$ cat config.mk
export PLATFORM = sky130hd
export DESIGN_NAME = game_timer
export DESIGN_NICKNAME = d
export VERILOG_FILES = /design/src/rtl/game_timer_pkg.sv /design/src/rtl/game_timer_bin2bcd.sv /design/src/rtl/game_timer.sv
export SDC_FILE = /design/constraint.sdc
export NUM_CORES = 1
export LEC_CHECK = 0
export ABC_AREA = 1
export CAP_MARGIN = 10
export CORE_MARGIN = 4
export CORE_UTILIZATION = 54
export CTS_CLUSTER_SIZE = 25
export DETAILED_ROUTE_END_ITERATION = 16
export GPL_TIMING_DRIVEN = 0
export PLACE_DENSITY = 0.89
export RECOVER_POWER = 25
export REMOVE_ABC_BUFFERS = 1
export SLEW_MARGIN = 20
export SYNTH_ARGS = -nofsm -noshare
export SYNTH_HDL_FRONTEND = slang
export SYNTH_SLANG_ARGS = --single-unit
$ cat constraint.sdc
create_clock -name Clk -period 2.4 [get_ports Clk]
set_input_delay 0.36 -clock Clk [delete_from_list [all_inputs] [get_ports Clk]]
set_output_delay 0.36 -clock Clk [all_outputs]
set_load 0.005 [all_outputs]
$ cat src/rtl/game_timer_pkg.sv
// ---------------------------------------------------------------------------
// game_timer_pkg
// Shared types and constants for the countdown game timer.
//   state_e          : timer FSM states (2-bit encoding)
//   bcd_t            : one BCD digit (0-9 held in 4 bits)
//   MAX_TIME_DEFAULT : largest start time representable on three digits
// ---------------------------------------------------------------------------
package game_timer_pkg;

  typedef enum logic [1:0] {
    ST_LOAD = 2'd0,
    ST_RUN  = 2'd1,
    ST_DONE = 2'd2
  } state_e;

  typedef logic [3:0] bcd_t;

  localparam int MAX_TIME_DEFAULT = 999;

endpackage : game_timer_pkg

$ cat src/rtl/game_timer_bin2bcd.sv
// ---------------------------------------------------------------------------
// bin2bcd
// Combinational double-dabble conversion of an 11-bit binary value into
// three BCD digits. The caller clamps the input to <= 999 beforehand, so
// the result always fits in three digits.
// Ports:
//   i_bin   11-bit unsigned binary input (<= 999)
//   o_ones  BCD ones digit
//   o_tens  BCD tens digit
//   o_hund  BCD hundreds digit
// ---------------------------------------------------------------------------
module bin2bcd
  import game_timer_pkg::*;
(
  input  logic [10:0] i_bin,
  output bcd_t        o_ones,
  output bcd_t        o_tens,
  output bcd_t        o_hund
);

  // Working register: {hundreds, tens, ones, binary} = 12 + 11 bits.
  logic [22:0] w_work;

  always_comb begin
    w_work = {12'd0, i_bin};
    for (int i = 0; i < 11; i++) begin
      // Add 3 to any digit >= 5 so the following shift carries correctly.
      if (w_work[14:11] >= 4'd5) w_work[14:11] = w_work[14:11] + 4'd3;
      if (w_work[18:15] >= 4'd5) w_work[18:15] = w_work[18:15] + 4'd3;
      if (w_work[22:19] >= 4'd5) w_work[22:19] = w_work[22:19] + 4'd3;
      w_work = {w_work[21:0], 1'b0};
    end
  end

  assign o_ones = w_work[14:11];
  assign o_tens = w_work[18:15];
  assign o_hund = w_work[22:19];

endmodule : bin2bcd

$ cat src/rtl/game_timer.sv
// ---------------------------------------------------------------------------
// game_timer
// Countdown timer for the memory game. Loads a start time in seconds,
// clamps it to MAX_TIME, shows it as three BCD digits and counts down once
// every TICKS_PER_SEC clocks. Stop rises when the count reaches 000 and
// stays high until reset.
// Ports:
//   Clk          system clock, rising edge
//   Rst          asynchronous active-low reset
//   In           start time in seconds (sampled only in LOAD)
//   Out1/2/3     BCD ones / tens / hundreds digits
//   Stop         registered countdown-expired flag
//   o_dbg_state  current FSM state, for observation only
// ---------------------------------------------------------------------------
module game_timer
  import game_timer_pkg::*;
#(
  parameter int TICKS_PER_SEC = 50000000,
  parameter int MAX_TIME      = MAX_TIME_DEFAULT
) (
  input  logic        Clk,
  input  logic        Rst,
  input  logic [10:0] In,
  output logic [3:0]  Out1,
  output logic [3:0]  Out2,
  output logic [3:0]  Out3,
  output logic        Stop,
  output logic [1:0]  o_dbg_state
);

  localparam int PW = (TICKS_PER_SEC > 1) ? $clog2(TICKS_PER_SEC) : 1;
  localparam logic [PW-1:0] TICK_LAST = PW'(TICKS_PER_SEC - 1);

  state_e        r_state, w_state_nxt;
  logic [PW-1:0] r_presc, w_presc_nxt;
  bcd_t          r_d1, r_d2, r_d3;
  bcd_t          w_d1_nxt, w_d2_nxt, w_d3_nxt;
  logic          r_stop, w_stop_nxt;

  logic [10:0]   w_clamped;
  bcd_t          w_ld1, w_ld2, w_ld3;
  logic          w_tick;

  assign w_clamped = (In > 11'(MAX_TIME)) ? 11'(MAX_TIME) : In;

  bin2bcd u_bin2bcd (
    .i_bin  (w_clamped),
    .o_ones (w_ld1),
    .o_tens (w_ld2),
    .o_hund (w_ld3)
  );

  assign w_tick = (r_presc == TICK_LAST);

  always_ff @(posedge Clk or negedge Rst) begin
    if (!Rst) begin
      r_state <= ST_LOAD;
      r_presc <= '0;
      r_d1    <= '0;
      r_d2    <= '0;
      r_d3    <= '0;
      r_stop  <= 1'b0;
    end else begin
      r_state <= w_state_nxt;
      r_presc <= w_presc_nxt;
      r_d1    <= w_d1_nxt;
      r_d2    <= w_d2_nxt;
      r_d3    <= w_d3_nxt;
      r_stop  <= w_stop_nxt;
    end
  end

  always_comb begin
    w_state_nxt = r_state;
    w_presc_nxt = r_presc;
    w_d1_nxt    = r_d1;
    w_d2_nxt    = r_d2;
    w_d3_nxt    = r_d3;
    w_stop_nxt  = r_stop;

    unique case (r_state)
      ST_LOAD: begin
        w_d1_nxt    = w_ld1;
        w_d2_nxt    = w_ld2;
        w_d3_nxt    = w_ld3;
        w_presc_nxt = '0;
        if (w_clamped == 11'd0) begin
          w_state_nxt = ST_DONE;
          w_stop_nxt  = 1'b1;
        end else begin
          w_state_nxt = ST_RUN;
        end
      end

      ST_RUN: begin
        if (w_tick) begin
          w_presc_nxt = '0;
          if (r_d3 == 4'd0 && r_d2 == 4'd0 && r_d1 == 4'd1) begin
            // Last second elapsed: land on 000 and expire on the same edge.
            w_d1_nxt    = 4'd0;
            w_state_nxt = ST_DONE;
            w_stop_nxt  = 1'b1;
          end else if (r_d1 != 4'd0) begin
            w_d1_nxt = r_d1 - 4'd1;
          end else begin
            // Ones borrow; RUN never holds 000, so a nonzero digit exists above.
            w_d1_nxt = 4'd9;
            if (r_d2 != 4'd0) begin
              w_d2_nxt = r_d2 - 4'd1;
            end else begin
              w_d2_nxt = 4'd9;
              w_d3_nxt = r_d3 - 4'd1;
            end
          end
        end else begin
          w_presc_nxt = r_presc + PW'(1);
        end
      end

      ST_DONE: begin
        w_presc_nxt = '0;
        w_d1_nxt    = 4'd0;
        w_d2_nxt    = 4'd0;
        w_d3_nxt    = 4'd0;
        w_stop_nxt  = 1'b1;
      end

      default: begin
        w_state_nxt = ST_LOAD;
        w_presc_nxt = '0;
        w_stop_nxt  = 1'b0;
      end
    endcase
  end

  assign Out1        = r_d1;
  assign Out2        = r_d2;
  assign Out3        = r_d3;
  assign Stop        = r_stop;
  assign o_dbg_state = r_state;

endmodule : game_timer

==> impl_metrics.json, run 1 <==
{
  "drive_gt1_share_pct": 35.0,
  "maxCapViolations": 0,
  "criticalPathCategory": "in -> reg",
  "track_usage_pct": 26.6,
  "numCtsBuffers": 5,
  "area_growth_pct": 42.1,
  "skew_ps": 16.2,
  "grt_pass1_wl_mm": 18.1,
  "ys_ff_latch": 41,
  "finalCriticalPeriod_ps": 4610,
  "die-area_sq_um": 8050,
  "ios": 28,
  "clock_tree.htree_level_count": 2,
  "setup.worst_path.start": "In[10]",
  "antenna_found_initial": 0,
  "slowest_stage": "o21ai_4",
  "ys.flop_type": "dfrtp_1",
  "diodes": 0,
  "hp-class": "in -> async",
  "rsz0062_at_grt": "yes",
  "avgSynthCellArea_sq_um": 6.49,
  "yosys_warnings": 0,
  "min_period_over_period_pct": 192,
  "switchingPower_mw": 2.56,
  "fillers": 361,
  "worst_pin_slew_ps": 1200,
  "synthSimpleGateAreaFrac_pct": 38.9,
  "ir_drop_uv": 1030,
  "clkLatencyLatePin_ps": 310,
  "p_seq_share_pct": 19.2,
  "crit_arrival_ps": 4830,
  "mostFrequentLayoutCells": "87 x nand2_1, 73 x inv_1, 55 x buf_4",
  "drt-initial-drc-count": 563,
  "max_freq_ghz": 0.217,
  "end_kind": "register",
  "initial_utilization_pct": 56.1,
  "fin_ws_ps": -2210,
  "post-place-ws_ps": -3290,
  "route.detailed.drc": 0,
  "vias": 4531,
  "outcome": "complete, but fails checks",
  "mostFrequentLayoutCell": "nand2_1",
  "hpwl_mm": 6.59,
  "grt_pass1_vias": 4139,
  "grt.overflow.total": 0,
  "synth-async-reset-ratio_pct": 100,
  "clock_path_buffers": 2,
  "drv_slew": 0,
  "grt_max_degree": 22,
  "detail-route-antenna-nets": 0,
  "ys_types": 35,
  "design_area_sq_um": 5120,
  "cpPeakStageDelay_ps": 230,
  "synthAdderAreaFrac_pct": 7.64,
  "synth_edf_count": 0,
  "num_rows": 29,
  "ys_seq_area_share_pct": 28.5,
  "die-height_um": 89.7,
  "slew_headroom_pct": 20.1,
  "r2r_start": "r_presc[0]",
  "synthCells": 555,
  "synth-xor-area-share_pct": 1.94,
  "p_comb_share_pct": 69.4,
  "wirelength_mm": 13.7,
  "p_int_mw": 2.63,
  "root_buffer": "clkbuf_8",
  "dpl_cell_area_sq_um": 3980,
  "clkSlewWorstSetupHoldPaths_ps": 90,
  "synth_compound_area_share_pct": 12.2,
  "cts_tree": "built",
  "place_inst": 657,
  "fp.coreArea_sq_um": 6420,
  "path_max_fanout": 5,
  "violations": "setup timing",
  "setup_viol": 11,
  "numPortBuffers": 27,
  "clock-sinks": 41,
  "drt-vias-per-instance": 6.27,
  "cts_hold_buffers": 0,
  "finalNonFillerCells": 723,
  "crit_path_start_kind": "input port",
  "synthMuxAreaShare_pct": 0,
  "drtPass1Iterations": 6,
  "leakagePower_nw": 2.54,
  "drt-wirelength-per-cell_um": 19.0,
  "syn_area_sq_um": 3600,
  "critPathRequiredTime_ps": 2620,
  "place.gp.congestion": 0.841,
  "clkPwrFrac_pct": 11.4,
  "p_per_area_nw_per_um2": 1010,
  "synth_top_family_by_area": "simple AND/OR/NAND/NOR gates",
  "switching_share_pct": 49.3,
  "die_x_um": 89.7,
  "layout.nets": 680,
  "hold_violations": 0
}
## path summary, 6_finish.rpt
check	endpoint	slack (ps)	depth (start not counted)
setup / recovery	Out3[2]	-2210	37
hold / removal	r_presc[2]	250	1
setup reg to reg	Out3[0]	-930	14
hold reg to reg	r_presc[0]	490	1
max in group asynchronous	r_presc[12]	500	2
min in group Clk	r_presc[0]	490	1
## state kept, by name, summed over array words and instances, names as in the netlist
signal,count
Out1,4
o_dbg_state,2
Stop,1
r_presc,26
Out3,4
Out2,4
## per-layer routing
layer	vias to the layer above	wire length (um)	track usage, %
li1	1960	-	-
met2	343	6690	50.8
met5	-	0	0
met4	0	1160	13.5
met1	2100	4870	27.7
met3	128	985	4.42
## area by class of cell
cell class / count / area (sq um) / area share (%)
clock buffer: 7 / 86.3 / 1.69
tap: 77 / 96.3 / 1.88
clock inverter: 1 / 30.0 / 0.586
sequential: 41 / 1030 / 20.0
multi-input combinational: 410 / 2770 / 54.0
timing repair buffer: 86 / 724 / 14.1
inverter: 101 / 392 / 7.65
## critical path, delay by kind of cell
family,cells,cell delay (ps)
adders and majority gates,4,650
buffers and inverters,9,880
AOI/OAI and AO/OA,10,1440
and+or+nand+nor,14,1450
## power by group through the flow
stage                     sequential (mW)  clock, mW  combinational (mW)
after floorplan                     0.967          0                1.58
after global placement              0.991          0                1.99
after detailed placement            0.994          0                2.11
after CTS                           0.981      0.589                2.61
after global routing                 1.02      0.626                3.78
final                               0.997      0.591                3.60
## kinds of logic after synthesis
kind of cell               Yosys count
and+or+nand+nor                    304
DFF                                 41
adders and majority gates           22
xor gates and xnor gates             8
buffers and inverters              104
AOI/OAI and AO/OA                   76
## per-stage QoR
step	power [mW]	utilization, %	TNS, ps	hold WS [ps]
6_report	5.18	79.7	-21380	253
5_1_grt	5.43	79.7	-22770	338
4_1_cts	4.18	73.5	-15370	40.6
3_5_place_dp	3.10	62.0	-30670	358
3_3_place_gp	2.98	61.7	-29470	456
2_1_floorplan	2.55	-	-17540	64.4
## repair_timing
action | in CTS | in global routing
cloned | 0 | 0
endpoints found under the setup margin | 27 | 29
pin swaps | 61 | 51
gates resized for setup | 105 | 77
setup buffers | 42 | 16
## cells in the mapped netlist, types with 2 or more instances
| master | number | area [sq um] |
|---|---|---|
| clkbuf_1 | 3 | 11.3 |
| xor2_1 | 8 | 70.1 |
| a21oi_1 | 34 | 170 |
| inv_1 | 86 | 323 |
| dfrtp_1 | 41 | 1030 |
| ha_1 | 22 | 275 |
| nand3_1 | 42 | 210 |
| o21ai_1 | 6 | 30.0 |
| nor3_1 | 20 | 100 |
| inv_2 | 14 | 52.6 |
| o21ai_2 | 3 | 26.3 |
| nand2_2 | 17 | 106 |
| nand2_4 | 4 | 45.0 |
| o21ai_0 | 17 | 85.1 |
| nor2_2 | 3 | 18.8 |
| nor2_1 | 64 | 240 |
| a22oi_1 | 5 | 37.5 |
| nand3_2 | 7 | 70.1 |
| nand2_1 | 127 | 477 |
| nand3b_1 | 3 | 22.5 |
| nand4_1 | 10 | 62.6 |
| a31oi_1 | 2 | 12.5 |
| nor4_1 | 2 | 12.5 |
| or2_2 | 3 | 18.8 |
| a211oi_1 | 2 | 15.0 |
No activity file was read; power rests on OpenSTA's default activity.
==> inputs of run 2 (changes only) <==
--- a/config.mk
+++ b/config.mk
@@ -8,11 +8,11 @@
 export ABC_AREA = 1
 export CAP_MARGIN = 10
 export CORE_MARGIN = 4
-export CORE_UTILIZATION = 54
+export CORE_UTILIZATION = 30
 export CTS_CLUSTER_SIZE = 25
 export DETAILED_ROUTE_END_ITERATION = 16
 export GPL_TIMING_DRIVEN = 0
-export PLACE_DENSITY = 0.89
+export PLACE_DENSITY = 0.59
 export RECOVER_POWER = 25
 export REMOVE_ABC_BUFFERS = 1
 export SLEW_MARGIN = 20
==> run 2 against run 1 <==
The run still ends with setup timing left. Maximum frequency rose by 12%. Clock-buffer cell count fell by 1. Final area fell by 0.64%. Clock skew fell by 7.8 ps. Combinational power fell by 21%. Global-route usage fell by 13 points. Final cell count rose by 7.7%. Via count fell by 16%. First-iteration DRC count fell by 70%. Register-to-register slack improved by 320 ps. Worst hold slack improved by 9.7 ps. Die area rose by 72%.
==> impl_metrics.json, run 2 (same netlist as run 1, synthesis figures left out) <==
{
  "critPathRequiredTime_ps": 2580,
  "antenna_found_initial": 0,
  "track_usage_pct": 13.7,
  "hold_violations": 0,
  "num_rows": 39,
  "clkPwrFrac_pct": 17.1,
  "numCtsBuffers": 5,
  "end_kind": "register",
  "maxCapViolations": 0,
  "detail-route-antenna-nets": 0,
  "drt-initial-drc-count": 170,
  "mostFrequentLayoutCell": "nand2_1",
  "cts_tree": "built",
  "drv_slew": 0,
  "drt-wirelength-per-cell_um": 12.6,
  "crit_arrival_ps": 4280,
  "diodes": 0,
  "place.gp.congestion": 0.796,
  "hp-class": "in -> async",
  "p_seq_share_pct": 21.3,
  "min_period_over_period_pct": 171,
  "die_x_um": 118,
  "setup_viol": 11,
  "leakagePower_nw": 2.55,
  "grt.overflow.total": 0,
  "clkSlewWorstSetupHoldPaths_ps": 60,
  "routedLengthMet1_mm": 3.99,
  "grt_max_degree": 23,
  "clkLatencyLatePin_ps": 290,
  "vias": 3822,
  "violations": "setup timing",
  "route.detailed.drc": 0,
  "p_per_area_nw_per_um2": 909,
  "max_freq_ghz": 0.244,
  "wirelength_mm": 9.78,
  "fp.coreArea_sq_um": 11600,
  "die-area_sq_um": 13800,
  "drive_gt1_share_pct": 29.2,
  "clock-sinks": 41,
  "rsz0062_at_grt": "yes",
  "cpPeakStageDelay_ps": 290,
  "cts_hold_buffers": 0,
  "slew_headroom_pct": 26.6,
  "dpl_cell_area_sq_um": 4070,
  "ir_drop_uv": 297,
  "drtPass1Iterations": 4,
  "routed.top_layer": "met4",
  "layout.nets": 670,
  "ios": 28,
  "clock_path_buffers": 2,
  "design_area_sq_um": 5090,
  "initial_utilization_pct": 31.2,
  "criticalPathCategory": "in -> reg",
  "finalNonFillerCells": 779,
  "slowest_stage": "dlygate4sd2_1",
  "crit_top_cell": "nand2_2",
  "drt-vias-per-instance": 4.91,
  "place_inst": 723,
  "numPortBuffers": 27,
  "p_int_mw": 2.59,
  "wl_met3_um": 193,
  "largest_reg_flops": 26,
  "finalCriticalPeriod_ps": 4100,
  "root_buffer": "clkbuf_16",
  "fin_ws_ps": -1700,
  "crit_path_start_kind": "input port",
  "p_comb_share_pct": 61.6,
  "worst_pin_slew_ps": 1100,
  "top_register": "r_presc",
  "area_growth_pct": 41.2,
  "mostFrequentLayoutCells": "99 x nand2_1, 77 x inv_1, 55 x nor2_1",
  "grt_pass1_vias": 3799,
  "routed-wl-met2_mm": 5.37,
  "die-height_um": 118,
  "outcome": "complete, but fails checks",
  "grt_pass1_wl_mm": 16.3,
  "clock_tree.htree_level_count": 2,
  "path_max_fanout": 4,
  "switchingPower_mw": 2.03,
  "switching_share_pct": 44.0,
  "skew_ps": 8.42,
  "hpwl_mm": 6.72,
  "total_power_mw": 4.63
}
-- run 2: cell types whose count changed in the layout (fill, tap and decap cells not counted), moves of 5 or more --
cell,change
nand2_2,-15
nand2_1,+12
buf_4,-9
inv_2,-6
clkbuf_16,+5
clkbuf_8,-5
-- run 2: per-layer routing --
layer | vias to the layer above | track usage, %
met5 | - | 0
met4 | 0 | 4.84
li1 | 1948 | -
met3 | 23 | 1.92
met2 | 56 | 26.8
met1 | 1795 | 14.9
-- run 2: layout make-up --
cell class	instances	area, sq um
Clock inverter	2	37.5
Inverter	101	397
Timing Repair Buffer	76	668
Tap cell	143	179
Fill cell	1163	6480
Clock buffer	6	139
Sequential cell	41	1030
Multi-Input combinational cell	410	2640
-- run 2: final timing paths --
| path | start | end | slack (ps) | cells after the start |
|---|---|---|---|---|
| min in group Clk | r_presc[15] | r_presc[15] | 490 | 1 |
| setup reg to reg | r_presc[17] | Out3[0] | -610 | 13 |
| hold reg to reg | r_presc[15] | r_presc[15] | 490 | 1 |
| hold / removal | Rst | o_dbg_state[1] | 260 | 1 |
| setup / recovery | In[5] | Out2[1] | -1700 | 38 |
| max in group asynchronous | Rst | r_presc[10] | 510 | 2 |
-- run 2: metrics by stage --
stage	setup WS [ps]	hold slack (ps)	utilization, %	TNS, ps
finish	-1700	262	44.0	-16430
global route	-1960	361	44.0	-19780
CTS	-1560	63.8	42.0	-14590
detailed placement	-3340	368	35.2	-33570
global placement	-3110	451	35.0	-36980
floorplan	-2100	64.4	-	-17540
-- run 2: power groups by stage --
stage	Clock [mW]	Combinational [mW]	Sequential (mW)
floorplan	0	1.58	0.967
global placement	0	2.03	0.998
detailed placement	0	2.12	1.00
CTS	0.805	2.61	0.990
global route	0.839	3.21	1.01
finish	0.790	2.85	0.986
-- run 2: repair_timing --
item / 4_1_cts / 5_1_grt
buffers inserted: 37 / 11
pin swaps: 43 / 46
resized for setup: 111 / 42
endpoints found under the setup margin: 28 / 22
-- run 2: critical path: cells and delay by family --
| family | cells | cell delay, ps |
|---|---|---|
| buffers and inverters | 9 | 880 |
| and+or+nand+nor | 22 | 1950 |
| AOI/OAI and AO/OA | 3 | 420 |
| adders and majority gates | 4 | 650 |
==> inputs of run 3 (changes only) <==
--- a/config.mk
+++ b/config.mk
@@ -8,11 +8,11 @@
 export ABC_AREA = 1
 export CAP_MARGIN = 10
 export CORE_MARGIN = 4
-export CORE_UTILIZATION = 30
+export CORE_UTILIZATION = 45
 export CTS_CLUSTER_SIZE = 25
 export DETAILED_ROUTE_END_ITERATION = 16
 export GPL_TIMING_DRIVEN = 0
-export PLACE_DENSITY = 0.59
+export PLACE_DENSITY = 0.78
 export RECOVER_POWER = 25
 export REMOVE_ABC_BUFFERS = 1
 export SLEW_MARGIN = 20
==> run 3 against run 2 <==
The flow still finishes with violations (setup timing). Final area up 2.3%. First-iteration DRC count increased by 29%. Clock skew fell by 2.9 ps. Worst hold slack improved by 200 ps. Total power grew 3.2%. Clock-buffer cell count up 1. Final cell count down 4.7%. Critical path type unchanged. Largest power group unchanged. Highest routed layer unchanged.
==> impl_metrics.json, run 3 (same netlist as run 1, synthesis figures left out) <==
{
  "outcome": "complete, but fails checks",
  "violations": "setup timing",
  "end_kind": "register",
  "fillers": 565,
  "die_x_um": 97.5,
  "drt-vias-per-instance": 5.51,
  "drtPass1Iterations": 5,
  "worst_pin_slew_ps": 750,
  "drt-initial-drc-count": 220,
  "die-height_um": 97.5,
  "cts_tree": "built",
  "setup_tns_ps": -19350,
  "clock_tree.htree_level_count": 2,
  "finalNonFillerCells": 742,
  "finalCriticalPeriod_ps": 4330,
  "wirelength_mm": 11.5,
  "grt_pass1_vias": 3897,
  "ios": 28,
  "place_inst": 682,
  "slowest_stage": "a21oi_4",
  "numCtsBuffers": 5,
  "initial_utilization_pct": 46.4,
  "area_growth_pct": 44.4,
  "crit_top_cell": "nand2_4",
  "setup_viol": 11,
  "mostFrequentLayoutCells": "90 x nand2_1, 77 x inv_1, 53 x nor2_1",
  "drv_slew": 0,
  "hp-class": "reg -> reg",
  "layout.nets": 674,
  "antenna_found_initial": 0,
  "r2r_cells": 13,
  "rsz0062_at_grt": "yes",
  "critPathRequiredTime_ps": 2600,
  "grt.overflow.total": 0,
  "grt_pass1_wl_mm": 17.2,
  "route.detailed.drc": 0,
  "crit_path_start_kind": "input port",
  "drive_gt1_share_pct": 33.4,
  "path_max_fanout": 6,
  "fin_util_pct": 67.0,
  "largest_reg_flops": 26,
  "hold_violations": 0,
  "hpwl_mm": 6.45,
  "clock-sinks": 41,
  "detail-route-antenna-nets": 0,
  "hold_depth": 1,
  "p_per_area_nw_per_um2": 917,
  "drt-wirelength-per-cell_um": 15.5,
  "root_buffer": "clkbuf_8",
  "dpl_cell_area_sq_um": 4010,
  "vias": 4090,
  "track_usage_pct": 21.5,
  "fp.coreArea_sq_um": 7770,
  "numPortBuffers": 27,
  "leakagePower_nw": 2.58,
  "num_rows": 32,
  "top_register": "r_presc",
  "ir_drop_uv": 962,
  "slew_headroom_pct": 50.0,
  "criticalPathCategory": "in -> reg",
  "place.gp.congestion": 0.847,
  "mostFrequentLayoutCell": "nand2_1",
  "diodes": 0,
  "design_area_sq_um": 5200,
  "cpPeakStageDelay_ps": 210,
  "min_period_over_period_pct": 180,
  "max_freq_ghz": 0.231,
  "clkLatencyLatePin_ps": 290,
  "skew_ps": 5.51,
  "clock_path_buffers": 2,
  "clkSlewWorstSetupHoldPaths_ps": 80,
  "die-area_sq_um": 9510,
  "grt_max_degree": 29,
  "crit_arrival_ps": 4530,
  "fin_ws_ps": -1930,
  "maxCapViolations": 0
}
-- run 3: cell types whose count changed in the layout (fill, tap and decap cells not counted), moves of 3 or more --
cell and change:
a21oi_2 +3, nor2_2 +3, nand3_4 +8, nand2_4 +9, buf_4 -3, clkbuf_8 +6, clkbuf_16 -5, a21oi_1 -3
nand3_1 -8, buf_6 +8, nand2_1 -9
-- run 3: path summary, 6_finish.rpt --
path / startpoint / endpoint / slack [ps]
setup / recovery: In[10] / Out3[1] / -1930
min in group asynchronous: Rst / r_presc[9] / 640
hold reg to reg: r_presc[0] / r_presc[0] / 460
setup reg to reg: r_presc[0] / Out3[1] / -680
max in group asynchronous: Rst / r_presc[25] / 620
hold / removal: r_presc[0] / r_presc[0] / 460
-- run 3: area by class of cell --
class	count	area, sq um	share of cell area [%]
inverter	101	400	7.69
timing repair buffer	80	702	13.5
tap	102	128	2.45
clock inverter	1	5.00	0.0962
clock buffer	7	96.3	1.85
multi-input combinational	410	2850	54.7
sequential	41	1030	19.7
-- run 3: through the flow --
step / total power, mW / worst slack [ps] / hold WS (ps)
after global placement: 3.00 / -3080 / 456
after floorplan: 2.55 / -2100 / 64.4
after detailed placement: 3.11 / -3360 / 296
after global routing: 5.10 / -2110 / 496
after CTS: 4.24 / -1560 / 470
final: 4.77 / -1930 / 465
-- run 3: power breakdown --
group	total, mW	internal, mW	switching [mW]
clock network	0.496	0.260	0.236
logic	3.29	1.39	1.89
registers	0.990	0.836	0.155
-- run 3: per-layer routing --
| metal | vias up | global-route usage (%) | routed length [um] |
|---|---|---|---|
| met5 | - | 0 | 0 |
| met4 | 0 | 8.31 | 484 |
| met3 | 52 | 3.80 | 517 |
| met2 | 150 | 40.1 | 5930 |
| met1 | 1934 | 23.9 | 4550 |
| li1 | 1954 | - | - |
-- run 3: critical path, delay by kind of cell --
kind,cells,cell delay [ps]
buffers and inverters,11,950
AOI/OAI and AO/OA,7,910
adders and majority gates,4,710
and+or+nand+nor,18,1570
-- run 3: what timing repair did --
action | in CTS | in global routing
endpoints found under the setup margin | 28 | 25
hold buffers | 1 | 0
resized for setup | 129 | 72
buffers inserted | 42 | 12
pin swaps | 45 | 50
hold endpoints to repair | 13 | 0
